$ cat config.mk
export PLATFORM = sky130hd
export DESIGN_NAME = cnn_window_gen
export DESIGN_NICKNAME = d
export VERILOG_FILES = /design/src/rtl/cnn_window_gen_pkg.sv /design/src/rtl/cnn_line_buffer.sv /design/src/rtl/cnn_window_gen.sv
export SDC_FILE = /design/constraint.sdc
export NUM_CORES = 1
export LEC_CHECK = 0
export ABC_AREA = 1
export CAP_MARGIN = 20
export CELL_PAD_IN_SITES_DETAIL_PLACEMENT = 1
export CELL_PAD_IN_SITES_GLOBAL_PLACEMENT = 1
export CORE_UTILIZATION = 40
export CTS_CLUSTER_SIZE = 30
export DETAILED_ROUTE_END_ITERATION = 8
export PLACE_DENSITY_LB_ADDON = 0.1
export SLEW_MARGIN = 25
export SYNTH_ARGS = -nofsm -noshare
export SYNTH_HDL_FRONTEND = slang
export SYNTH_SLANG_ARGS = --single-unit
$ cat constraint.sdc
create_clock -name clk -period 1.8 [get_ports clk]
set_input_delay 0.27 -clock clk [delete_from_list [all_inputs] [get_ports clk]]
set_output_delay 0.27 -clock clk [all_outputs]
set_load 0.005 [all_outputs]
$ cat src/rtl/cnn_window_gen_pkg.sv
// Shared geometry for the sliding-window generator and the kernel/accumulator stage.
// Window packing: element (ky,kx) at bits [(ky*KX+kx)*I_F_BW +: I_F_BW].
package cnn_window_gen_pkg;

   localparam int I_F_BW = 8;
   localparam int KX     = 5;
   localparam int KY     = 5;
   localparam int IW     = 28;
   localparam int IH     = 28;

   localparam int WIN_BW        = KX * KY * I_F_BW;
   localparam int OUT_W         = IW - KX + 1;
   localparam int OUT_H         = IH - KY + 1;
   localparam int WIN_PER_FRAME = OUT_W * OUT_H;

   localparam logic PH_FILL   = 1'b0;
   localparam logic PH_STREAM = 1'b1;

endpackage

$ cat src/rtl/cnn_line_buffer.sv
// Single-row delay line: o_data is the sample accepted DEPTH enables ago.
// Contents are never cleared; the window generator gates out stale rows.
module cnn_line_buffer
   import cnn_window_gen_pkg::*;
#(
   parameter int DW    = I_F_BW,
   parameter int DEPTH = IW
) (
   input  logic          clk,
   input  logic          i_en,
   input  logic [DW-1:0] i_data,
   output logic [DW-1:0] o_data
);

   logic [DW-1:0] mem_q [DEPTH];
   logic [DW-1:0] mem_d [DEPTH];

   always_comb begin
      mem_d = mem_q;
      if (i_en) begin
         mem_d[0] = i_data;
         for (int i = 1; i < DEPTH; i++) begin
            mem_d[i] = mem_q[i-1];
         end
      end
   end

   always_ff @(posedge clk) begin
      mem_q <= mem_d;
   end

   assign o_data = mem_q[DEPTH-1];

endmodule

$ cat src/rtl/cnn_window_gen.sv
// Streaming KXxKY stride-1 window generator over a raster-order pixel stream.
//   phase     | meaning
//   PH_FILL   | row < KY-1, line buffers still filling, no windows
//   PH_STREAM | row >= KY-1, a window per pixel once col >= KX-1
module cnn_window_gen
   import cnn_window_gen_pkg::*;
(
   input  logic              clk,
   input  logic              reset_n,
   input  logic              i_in_valid,
   input  logic [I_F_BW-1:0] i_pixel,
   output logic              o_ot_valid,
   output logic [WIN_BW-1:0] o_window,
   output logic              o_frame_done
);

   localparam int COL_W = $clog2(IW);
   localparam int ROW_W = $clog2(IH);

   logic [COL_W-1:0]  col_q, col_d;
   logic [ROW_W-1:0]  row_q, row_d;
   logic              o_ot_valid_q, o_ot_valid_d;
   logic              o_frame_done_q, o_frame_done_d;
   logic [WIN_BW-1:0] o_window_q, o_window_d;

   logic [I_F_BW-1:0] tap     [KY-1];
   logic [I_F_BW-1:0] col_new [KY];
   logic [I_F_BW-1:0] sr_q    [KY][KX];
   logic [I_F_BW-1:0] sr_d    [KY][KX];
   logic [WIN_BW-1:0] win_flat;
   logic              phase;
   logic              col_last, row_last, win_hit;

   // tap[k] is the pixel k+1 rows above the incoming one
   for (genvar k = 0; k < KY-1; k++) begin : g_lb
      if (k == 0) begin : g_first
         cnn_line_buffer #(.DW(I_F_BW), .DEPTH(IW)) u_lb (
            .clk    (clk),
            .i_en   (i_in_valid),
            .i_data (i_pixel),
            .o_data (tap[k])
         );
      end else begin : g_chain
         cnn_line_buffer #(.DW(I_F_BW), .DEPTH(IW)) u_lb (
            .clk    (clk),
            .i_en   (i_in_valid),
            .i_data (tap[k-1]),
            .o_data (tap[k])
         );
      end
   end

   always_comb begin
      col_new[KY-1] = i_pixel;
      for (int ky = 0; ky < KY-1; ky++) begin
         col_new[ky] = tap[KY-2-ky];
      end
   end

   // Newest column enters at kx=KX-1; sr_d already includes it for packing
   always_comb begin
      sr_d = sr_q;
      if (i_in_valid) begin
         for (int ky = 0; ky < KY; ky++) begin
            for (int kx = 0; kx < KX-1; kx++) begin
               sr_d[ky][kx] = sr_q[ky][kx+1];
            end
            sr_d[ky][KX-1] = col_new[ky];
         end
      end
   end

   always_comb begin
      win_flat = '0;
      for (int ky = 0; ky < KY; ky++) begin
         for (int kx = 0; kx < KX; kx++) begin
            win_flat[(ky*KX+kx)*I_F_BW +: I_F_BW] = sr_d[ky][kx];
         end
      end
   end

   always_comb begin
      phase    = (row_q >= ROW_W'(KY-1)) ? PH_STREAM : PH_FILL;
      col_last = (col_q == COL_W'(IW-1));
      row_last = (row_q == ROW_W'(IH-1));
      win_hit  = i_in_valid && (phase == PH_STREAM) && (col_q >= COL_W'(KX-1));

      col_d = col_q;
      row_d = row_q;
      if (i_in_valid) begin
         if (col_last) begin
            col_d = '0;
            row_d = row_last ? '0 : row_q + ROW_W'(1);
         end else begin
            col_d = col_q + COL_W'(1);
         end
      end

      o_ot_valid_d   = win_hit;
      o_frame_done_d = win_hit && col_last && row_last;
      o_window_d     = win_hit ? win_flat : o_window_q;
   end

   always_ff @(posedge clk) begin
      sr_q <= sr_d;
   end

   always_ff @(posedge clk or negedge reset_n) begin
      if (!reset_n) begin
         col_q          <= '0;
         row_q          <= '0;
         o_ot_valid_q   <= 1'b0;
         o_frame_done_q <= 1'b0;
         o_window_q     <= '0;
      end else begin
         col_q          <= col_d;
         row_q          <= row_d;
         o_ot_valid_q   <= o_ot_valid_d;
         o_frame_done_q <= o_frame_done_d;
         o_window_q     <= o_window_d;
      end
   end

   assign o_ot_valid   = o_ot_valid_q;
   assign o_frame_done = o_frame_done_q;
   assign o_window     = o_window_q;

endmodule
==> results.yml <==
pwr:
  cellLeakagePower_nw: 20.95
  peakVddDrop_v: 0.0009090
  p_switching_mw: 15.52
  p_sw_frac: 0.2248
  pwr-share-clk: 0.402
  internal_power_mw: 53.54
  powerDensity_mw_per_mm2: 1349
  power_frac_comb: 0.071
  p_seq_frac: 0.526
clock_network:
  worstSkewPairLatency_ns: 0.74
  path_clk_slew_ns: 0.06
  cts_tree: "yes"
  root_buffer: "clkbuf_16"
  htree_levels: 4
  clk_path_buf_depth: 3
  cts.sinks: 1308
  cts_buffers: 138
final_layout:
  fill_cells: 10160
  syn_to_final_growth_pct: 20.58
  nNetsFinal: 3055
  seq_area_mm2: 0.03622
  multiInputGateArea_mm2: 0.004821
  drive_above_1_share: 0.1076
  antenna_cells: 0
  layout_common_cells: "896 x edfxtp_1, 621 x nand2_1, 212 x inv_1, 207 x dfrtp_1"
  final_common_cell: "edfxtp_1"
floorplan:
  fp.coreArea_mm2: 0.1053
  ioPinCount: 213
  die_h_um: 327.8
  die_w_um: 327.8
  rows: 119
  die_area_mm2: 0.1074
  start_util: 0.4032
drt:
  antenna_left: 0
  avgViaCountPerCell: 4.516
  drc: 0
  drtIter0Drc: 1292
  wl_per_cell_um: 17.09
  vias: 20508
  drt-total-wl_um: 77620
  first_pass_iters: 4
synthesis:
  syn_nets: 2682
  synthCells: 2667
  syn_area_mm2: 0.04245
  synth-async-reset-ratio: 0.1621
  yosysWarnings: 0
  synth_edf_count: 896
  synthFlopType: "edfxtp_1"
  ys_seq_area_frac: 0.8532
  synth-seq-cells: 1308
  syn_area_per_cell_um2: 15.92
  yosys.cell_types.count: 24
worst_setup_path:
  reg2reg_depth: 7
  worstSetupPathDepth: 1
  crit_family: "flip-flops"
  crit_chain: "dlygate4sd2_1"
  cp_slowest_cell: "dfrtp_2"
  critical_path_class: "register to primary output"
  cp.required_ns: 1.53
  start_kind: "register"
  rr_startpoint: "row_q[2]$_DFFE_PN0P_"
  path_max_fanout: 2
  cpPeakStageDelay_ns: 0.44
  r2r_slack_ns: 0.21
  cp_data_arrival_time_ns: 1.46
  critPathBufInv: 1
  crit_path_end_kind: "primary output"
  r2r_end: "o_window[153]$_DFFE_PN0P_"
timing:
  setup_violations: 0
  finalHoldViolations: 0
  fin_crit_sh: 0.9618
  setup_tns_ns: 0
  grt_setup_unrepaired: "no"
  holdWs_ns: 0.06214
  report.final.slew_viol_count: 0
  worstMarginPinSlew_ns: 0.4512
  fin_worst_skew_ns: 0.02505
  min_period_ns: 1.731
  timing.slew.headroom: 0.6992
  clock.fmax_mhz: 577.6
flow_run:
  cap_violations: 0
global_routing:
  antenna_found_initial: 1
  grt_use_total: 0.1505
  grt_pass1_vias: 21850
  grt_max_degree: 63
  grt_first_pass_wirelength_um: 125300
  grt_overflow: 0
min_path:
  hp-class: "input port to asynchronous set/reset pin"
outcome:
  status: "finished clean"
placed_design:
  gp_congestion: 0.7386
  dpl.hpwl_um: 47020
  io_buffers: 212
-- worst max-delay path by stage --
stage	startpoint	endpoint	slack (ns)
3_5_place_dp	col_q[2]$_DFFE_PN0P_	o_window[153]$_DFFE_PN0P_	0.17
4_1_cts	o_window[134]$_DFFE_PN0P_	o_window[134]	0.003
5_1_grt	o_window[164]$_DFFE_PN0P_	o_window[164]	0.004
6_report	o_window[164]$_DFFE_PN0P_	o_window[164]	0.07
2_1_floorplan	row_q[2]$_DFFE_PN0P_	o_window[100]$_DFFE_PN0P_	0.55
3_3_place_gp	i_in_valid	o_window[93]$_DFFE_PN0P_	0.25
-- area by class of cell --
class                   count  area share
flip-flops and latches   1308      0.7077
multi-input cells        1056     0.09419
clock buffers             178     0.07304
repair buffers            323     0.06080
well taps                1391     0.03400
inverters                 213     0.01572
clock inverters            72     0.01457
-- cells by family after synthesis --
| kind of cell | Yosys count | synth area share |
|---|---|---|
| AOI/OAI and AO/OA | 207 | 0.02441 |
| xor gates and xnor gates | 1 | 0.0002064 |
| adders and majority gates | 4 | 0.001179 |
| buffers and inverters | 303 | 0.03322 |
| DFF | 1308 | 0.8532 |
| and+or+nand+nor | 844 | 0.08778 |
-- sequential cells by signal, summed over array words and instances (netlist names) --
signal                    cells
sr_q                        200
row_q                         5
o_ot_valid                    1
g_lb.g_chain.u_lb.mem_q     648
o_window                    200
g_lb.g_first.u_lb.mem_q     216
g_lb.g_chain.u_lb.o_data     24
g_lb.g_first.u_lb.o_data      8
col_q                         5
o_frame_done                  1
-- what timing repair did --
action                                 in CTS  in global routing
pin swaps                                   0                  0
hold buffers                                1                  0
setup endpoints to repair                 201                  4
endpoints found under the hold margin     212                  0
resized for setup                         215                  4
setup buffers                              23                  1
-- layer usage --
layer / part of all wire / track usage
met3: 0.038 / 0.03351
met1: 0.47 / 0.2138
met4: 0.025 / 0.05293
met2: 0.46 / 0.2284
met5: 0 / 0
-- power groups by stage --
| stage | Sequential (mW) | Combinational (mW) | Clock [mW] |
|---|---|---|---|
| global route | 36.7 | 5.59 | 29.9 |
| floorplan | 36.6 | 2.09 | 0 |
| global placement | 37.0 | 5.37 | 0 |
| finish | 36.4 | 4.92 | 27.8 |
| CTS | 36.4 | 5.08 | 28.8 |
| detailed placement | 37.0 | 5.51 | 0 |
-- synthesized netlist by cell type, types with 5 or more instances --
cell	count	area share
edfxtp_1	896	0.63
dfxtp_1	200	0.094
and2_1	200	0.029
buf_2	47	0.0055
o21ai_1	180	0.021
nand2_1	621	0.055
buf_4	23	0.0041
inv_1	213	0.019
nor2_1	5	0.00044
buf_6	17	0.0045
nand3_1	9	0.0011
dfrtp_1	212	0.12
o21ai_0	24	0.0028
-- through the flow --
stage / power [mW] / instance area, um^2 / setup slack [ns] / cells / utilization
2_1_floorplan: 38.69 / 42450 / 0.5542 / 2667 / -
3_3_place_gp: 42.32 / 46740 / 0.2550 / 4266 / 0.4440
4_1_cts: 70.35 / 51180 / 0.003141 / 4540 / 0.4862
5_1_grt: 72.19 / 51180 / 0.004447 / 4541 / 0.4862
3_5_place_dp: 42.54 / 46740 / 0.1712 / 4266 / 0.4440
6_report: 69.06 / 51180 / 0.06878 / 4541 / 0.4862
(Power assumes the default switching activity.)
